**config.mk**
```make
export PLATFORM = sky130hd
export DESIGN_NAME = bsg_wormhole_link_arbiter
export DESIGN_NICKNAME = d
export VERILOG_FILES = /design/src/rtl/bsg_wormhole_link_arbiter.sv
export SDC_FILE = /design/constraint.sdc
export NUM_CORES = 1
export LEC_CHECK = 0
export CAP_MARGIN = 10
export CELL_PAD_IN_SITES_DETAIL_PLACEMENT = 2
export CELL_PAD_IN_SITES_GLOBAL_PLACEMENT = 2
export CORE_MARGIN = 2
export CORE_UTILIZATION = 32
export DETAILED_ROUTE_END_ITERATION = 16
export DONT_BUFFER_PORTS = 1
export GPL_ROUTABILITY_DRIVEN = 0
export PLACE_DENSITY = 0.88
export SETUP_SLACK_MARGIN = 0.05
export SLEW_MARGIN = 30
export SYNTH_ARGS = -nofsm -noshare
export SYNTH_HDL_FRONTEND = slang
export SYNTH_SLANG_ARGS = --single-unit
```
**constraint.sdc**
```tcl
create_clock -name clk_i -period 8.9 [get_ports clk_i]
set_clock_uncertainty 0.2 [all_clocks]
set_input_delay 1.78 -clock clk_i [delete_from_list [all_inputs] [get_ports clk_i]]
set_output_delay 1.78 -clock clk_i [all_outputs]
set_load 0.05 [all_outputs]
```
**src/rtl/bsg_wormhole_link_arbiter.sv**
```systemverilog
// Packet-atomic round-robin arbiter sharing one ready/valid wormhole link.
// Optional stall watchdog enabled by BSG_WORMHOLE_LINK_ARB_TIMEOUT_EN.
module bsg_wormhole_link_arbiter #(
    parameter int flit_width_p     = 32,
    parameter int num_in_p         = 3,
    parameter int len_width_p      = 4,
    parameter int len_offset_p     = 8,
    parameter int timeout_cycles_p = 1024
) (
    input  logic                             clk_i,
    input  logic                             reset_n_i,
    input  logic [num_in_p-1:0]              v_i,
    input  logic [num_in_p*flit_width_p-1:0] data_i,
    output logic [num_in_p-1:0]              ready_and_o,
    output logic                             v_o,
    output logic [flit_width_p-1:0]          data_o,
    input  logic                             ready_and_i,
    output logic [num_in_p-1:0]              grant_o,
    output logic                             busy_o,
    output logic                             timeout_o
);

    localparam int sel_w = (num_in_p > 1) ? $clog2(num_in_p) : 1;

    typedef enum logic [0:0] {IDLE, LOCKED} state_e;

    state_e                  state_r, state_n;
    logic [sel_w-1:0]        ptr_r, ptr_n;
    logic [sel_w-1:0]        lock_r, lock_n;
    logic [len_width_p-1:0]  cnt_r, cnt_n;
    logic [sel_w-1:0]        pick, sel;
    logic                    found, hs;
    logic [len_width_p-1:0]  len;
    logic [flit_width_p-1:0] flits [num_in_p];

    function automatic logic [sel_w-1:0] rr_idx(input logic [sel_w-1:0] base, input int k);
        int s;
        s = int'(base) + k;
        if (s >= num_in_p) s = s - num_in_p;
        return sel_w'(s);
    endfunction

    for (genvar i = 0; i < num_in_p; i++) begin : g_unpack
        assign flits[i] = data_i[i*flit_width_p +: flit_width_p];
    end

    // First valid input at or after the priority pointer, wrapping around.
    always_comb begin
        pick  = ptr_r;
        found = 1'b0;
        for (int k = 0; k < num_in_p; k++) begin
            if (!found && v_i[rr_idx(ptr_r, k)]) begin
                found = 1'b1;
                pick  = rr_idx(ptr_r, k);
            end
        end
    end

    assign sel    = (state_r == LOCKED) ? lock_r : pick;
    assign v_o    = (state_r == LOCKED) ? v_i[lock_r] : found;
    assign data_o = flits[sel];
    assign hs     = v_o & ready_and_i;
    assign len    = data_o[len_offset_p +: len_width_p];
    assign busy_o = (state_r == LOCKED);

    // A locked input keeps its grant even while its valid is low.
    always_comb begin
        grant_o = '0;
        if (state_r == LOCKED || found) grant_o[sel] = 1'b1;
    end

    assign ready_and_o = grant_o & {num_in_p{ready_and_i}};

    always_comb begin
        state_n = state_r;
        ptr_n   = ptr_r;
        lock_n  = lock_r;
        cnt_n   = cnt_r;
        case (state_r)
            IDLE: begin
                if (hs) begin
                    ptr_n  = (pick == sel_w'(num_in_p - 1)) ? '0 : pick + 1'b1;
                    lock_n = pick;
                    if (len != '0) begin
                        cnt_n   = len;
                        state_n = LOCKED;
                    end
                end
            end
            LOCKED: begin
                if (hs) begin
                    cnt_n = cnt_r - 1'b1;
                    if (cnt_r == len_width_p'(1)) state_n = IDLE;
                end
            end
            default: state_n = IDLE;
        endcase
    end

    always_ff @(posedge clk_i) begin
        if (!reset_n_i) begin
            state_r <= IDLE;
            ptr_r   <= '0;
            lock_r  <= '0;
            cnt_r   <= '0;
        end else begin
            state_r <= state_n;
            ptr_r   <= ptr_n;
            lock_r  <= lock_n;
            cnt_r   <= cnt_n;
        end
    end

`ifdef BSG_WORMHOLE_LINK_ARB_TIMEOUT_EN
    localparam int to_w = $clog2(timeout_cycles_p);

    logic [to_w-1:0] stall_r;
    logic            timeout_r;

    // The flag sets on the same edge the stall count reaches its limit.
    always_ff @(posedge clk_i) begin
        if (!reset_n_i) begin
            stall_r   <= '0;
            timeout_r <= 1'b0;
        end else if (state_r == IDLE || hs) begin
            stall_r <= '0;
        end else begin
            stall_r <= stall_r + 1'b1;
            if (stall_r == to_w'(timeout_cycles_p - 2)) timeout_r <= 1'b1;
        end
    end

    assign timeout_o = timeout_r;
`else
    assign timeout_o = 1'b0;
`endif

endmodule
```
Word level (Yosys, flattened, before mapping)
Index checks and enable logic that the tools add are counted.
Storage, ports and cells
  bits in latches: 0
  memories: 0
  flip-flop bits (word level): 9
  RAM bits: 0
  bits in read-only memories: 0
Operators by class
  shift operators: 0
  divide/modulo/power cells: 0
  order comparisons: 10
  add/subtract/negate cells: 7
  equality and inequality tests: 5
  $mul: 0
  muxes and demuxes: 35
  reductions and logical operators: 9
  bitwise operators: 4
Operators with widths (number)
  32-bit binary-select mux with 2-bit select: 1
  32-bit two-way mux: 2
  2-bit two-way mux: 8
  2-bit by 3-bit less-than comparator with 1-bit output (second input constant): 5
  1-bit two-way mux: 13
  4-bit two-way mux: 3
  1-bit binary-select mux with 2-bit select: 4
  4-bit case mux with 2 select lines: 1
  3-bit by 2-bit greater-or-equal comparator with 1-bit output (second input constant): 2
  2-bit subtractor (second input constant): 3
  4-bit by 1-bit == test with 1-bit output (second input constant): 1
  2-bit != test (second input constant): 2
  4-bit nonzero test: 1
  4-bit by 1-bit subtractor with 4-bit output (second input constant): 1
  2-bit by 1-bit adder with 3-bit output (second input constant): 1
  2-bit by 2-bit adder with 3-bit output (second input constant): 1
  3-bit AND: 1
  3-bit greater-or-equal comparator (second input constant): 1
  1-bit logical AND: 3
  3-bit two-way mux: 1
  2-bit inverter with 3-bit output: 1
  3-bit AND reduction: 1
  2-bit by 1-bit adder with 2-bit output (second input constant): 1
  1-bit demux with 2-bit select: 1
  10 further kinds: 11

Longest topological paths before layout
  word-level depth: 20
  depth in mapped cells: 12

Worst setup path before layout
Ideal clock, no wire load.
  path type: input port to output port
  start: input port v_i[1]
  end: output port data_o[0]
  arrival time: 4.442 ns
  stages on the path: 9
  slack: 2.478 ns
  required time: 6.920 ns
  path buffers: 2
  path through: mux2i_1 > o21ai_1 > nand3b_1 > o221ai_2 > nand2_1 > buf_4 > buf_4 > mux2i_1 > o21ai_0
Between the ends
  word-level cells in the longest chain between the ends: 14
  elaborated cells on any way between the ends: 20
  those cells by class: 15 x mux; 1 x bitwise; 4 x reduce/logical
Ends and longest elaborated chain
  from (decl): RTL line 12  | input logic [num_in_p-1:0] v_i,
  1-bit binary-select mux with 2-bit select: RTL line 52  | if (!found && v_i[rr_idx(ptr_r, k)]) begin
  1-bit two-way mux (not written as such): RTL line 52
  1-bit two-way mux: RTL line 52
  1-bit zero test: RTL line 52
  1-bit logical AND: RTL line 52
  1-bit two-way mux: RTL line 52
  1-bit zero test: RTL line 52
  1-bit logical AND: RTL line 52
  2-bit two-way mux (*): RTL line 52
  2-bit two-way mux (*): RTL line 59  | assign sel = (state_r == LOCKED) ? lock_r : pick;
  2-bit inverter with 3-bit output (not written as such) (*): RTL line 61  | assign data_o = flits[sel];
  32-bit binary-select mux with 2-bit select (*): RTL line 61
  32-bit two-way mux (not written as such) (*) (2 in a row): RTL line 61
  to (decl): RTL line 16  | output logic [flit_width_p-1:0] data_o,
Every way passes the cells marked *; elsewhere a longest branch is shown, timed or not. The select of a mux whose other input is x is not followed.

Worst setup path after layout
  start: input port v_i[1]
  end: output port data_o[30]
Same word-level chain as after synthesis.

==> results.md <==
* Sequential area share after synthesis at 10.78%
* Tmin final at 6.715 ns
* Flop2flop setup slack at 4.37 ns
* Critical Path Fanout Max at 30
* Relative slew slack at 32.37%
* Site Rows at 26
* Slew Limit Fails at 0
* Core area at 5075 µm²
* Port buffer count at 0
* Critical path buffers and inverters at 0
* Hold EP: cnt_r[2]
* Top_reg_cell synth: dfxtp_1
* CP Class: in -> out
* Reg-to-reg critical path endpoint: cnt_r[1]
* Sink Count at 9
* Routed Antenna Nets at 0
* Die Y at 76.28 µm
* Root buffer cell: clkbuf_8
* First-pass GRT wire length at 10.43 mm
* # IOs at 143
* Synth async-reset ratio at 0%
* Clock Latency Late Sink at 0.23 ns
* Via Count at 1740
* Htree depth at 1
* Initial antenna violation count at 1
* Post-CTS Setup Inserts at 0
* Layout cell share with drive strength beyond 1 at 10.09%
* Cells on Worst Hold Path at 2
* RSZ-0062 raised after global routing: false
* WP data arrival at 4.73 ns
* Syn-to-layout area delta at 7.635%
* Drt initial violations at 40
* Starting Density at 32.94%
* Crit share post-route at 75.45%
* Required @ worst endpoint at 6.92 ns
* Hold slack at 0.3465 ns
* FF-to-FF Start: ptr_r[0]
* Worst-margin pin slew at 1.008 ns
* Area contributors post-synth: mux2i_1 20%, dfxtp_1 11%, o21ai_0 10%, nand2_1 9.2%, ha_1 4.5%
* Top-area cell type share of the netlist area at 20.36%
* NumNets Final at 337
* Hold Buf Count CTS at 0
* Gr usage total at 21.79%
* Die footprint at 5818 µm²
* Delay-heaviest family, CP: compound AO/OA/AOI/OAI gates
* DR WL/cell at 22.19 µm
* Setup TNS at 0 ns
* Yosys reg bits at 9
* Max Cap Violations at 0
* Post-synth top cells: 41 x nand2_1, 35 x o21ai_0, 34 x mux2i_1
* Final setup margin at 2.185 ns
* Syn avg cell area at 7.113 µm²
* DRT Wirelength at 6.635 mm
* Resized cells post-CTS at 0
* Crit path from: v_i[1]
* Hold Vio Cnt, Final at 0
* DRT Pass-1 Iters at 4
* Worst r2r path cells at 10
* DRC at 0
* Post-Syn Nets at 343
* Slowest CP cell: o21ai_1
* Pre-CTS setup slack at 2.230 ns
* Post-synth EDFFs at 0
* Hold_sp: cnt_r[2]
* Fmax at 0.1489 GHz
* CTS tree: done
* Die Width at 76.28 µm
* Design area at 1799 µm²
* Worst Hold Class: reg -> reg
* Num CTS Buffers at 3
* Largest net degree at the start of global routing at 32
* Setup crit start kind: primary input
* Final HPWL DP at 5.549 mm
* Yosys top cell by area: mux2i_1
* Routed vias/inst at 5.819
* Post-Synthesis Cells at 235
* Max incr delay on CP at 0.83 ns
* Library cells used by synthesis at 43
* Post-Syn Area at 1672 µm²
* Status: finished clean
* Critical Path, Cell by Cell: mux2i_1 > o21ai_1 > nand3b_1 > o221ai_2 > nand2_2 > mux2i_1 > o21ai_1
* CP endpoint kind: output port
* Clock transition at path regs at 0.05 ns
* Ys Warns at 0
* Vias in the first global route at 1890
* Total gr overflow at 0
* Most frequent cell after synthesis: nand2_1
* CTS max path bufs at 2
* Post-DP Area at 1752 µm²
* Setup violators final at 0
==> cell type report <==
cell class,count,area [µm²]
flip-flops and latches,9,180.2
repair buffers,3,30.03
diodes,1,2.502
inverters,14,52.55
well taps,70,87.58
clock buffers,4,45.04
multi-input cells,198,1401
fillers,640,3276
==> through the flow <==
step | cells | utilization, %
2_1_floorplan | 235 | -
3_3_place_gp | 293 | 33.93
3_5_place_dp | 294 | 34.52
4_1_cts | 298 | 35.40
5_1_grt | 299 | 35.45
6_report | 299 | 35.45
==> flip-flops by register name, summed over array words and instances (netlist names) <==
signal  cells
ptr_r       2
busy_o      1
cnt_r       4
lock_r      2
==> layer usage <==
layer	track usage (%)	vias to the layer above	wire (µm)
met3	6.280	6	486
met5	0	-	0
met1	23.36	827	2595
li1	-	837	-
met2	42.65	70	3499
met4	3.091	0	53
==> worst max path at each step <==
stage,endpoint,cells past startpoint,slack [ns]
after global placement,data_o[31],7,2.37
after global routing,data_o[9],7,1.97
after CTS,data_o[30],7,2.21
after detailed placement,data_o[30],7,2.23
after floorplan,data_o[0],9,2.48
final,data_o[30],7,2.19
==> placed cells by master (no fill, tap or decap), types with 2 or more instances in the layout <==
cell type  instances
nand2_1           40
a31o_1             2
nand3_1            5
a21oi_1            4
clkbuf_8           3
inv_1             14
o21a_1             2
o21ai_2            2
and4_1             3
and2_1             3
nor3_1             5
a41oi_2            2
a21boi_0           2
o211ai_1           2
nor4_1             2
o22ai_2            2
o221ai_1           2
nor2_1            13
dfxtp_1            9
o21ai_0            7
a211oi_1           4
o21ai_1           27
nor2b_1            3
buf_4              2
ha_1               6
a21oi_2            2
mux2i_1           34
o31a_1             2
nand3b_1           6
==> worst reg2reg max path: stages, from the launching register on <==
cell and delay, ns:
dfxtp_1 0.46, ha_1 0.34, mux2i_1 0.31, o21ai_1 0.18, nand3b_1 0.33, o221ai_2 0.45
nand2_2 0.64, a311oi_2 0.72, inv_1 0.38, o21ai_0 0.31, a211oi_2 0.10
==> logic make-up (layout without fill, tap and decap cells) <==
group	after synthesis	count (layout)	share of synthesized area, %
AO/OA/AOI/OAI	71	71	32.48
adder cells (fa/ha/maj)	6	6	4.491
multiplexers	34	34	20.36
flip-flops	9	9	10.78
buffers and inverters	28	21	7.260
other	1	2	0.2243
AND/OR/NAND/NOR	86	86	24.40
Power is left out: the tool's default activity adds up to more than one toggle a clock period on the data nets, which glitch-free logic cannot reach.
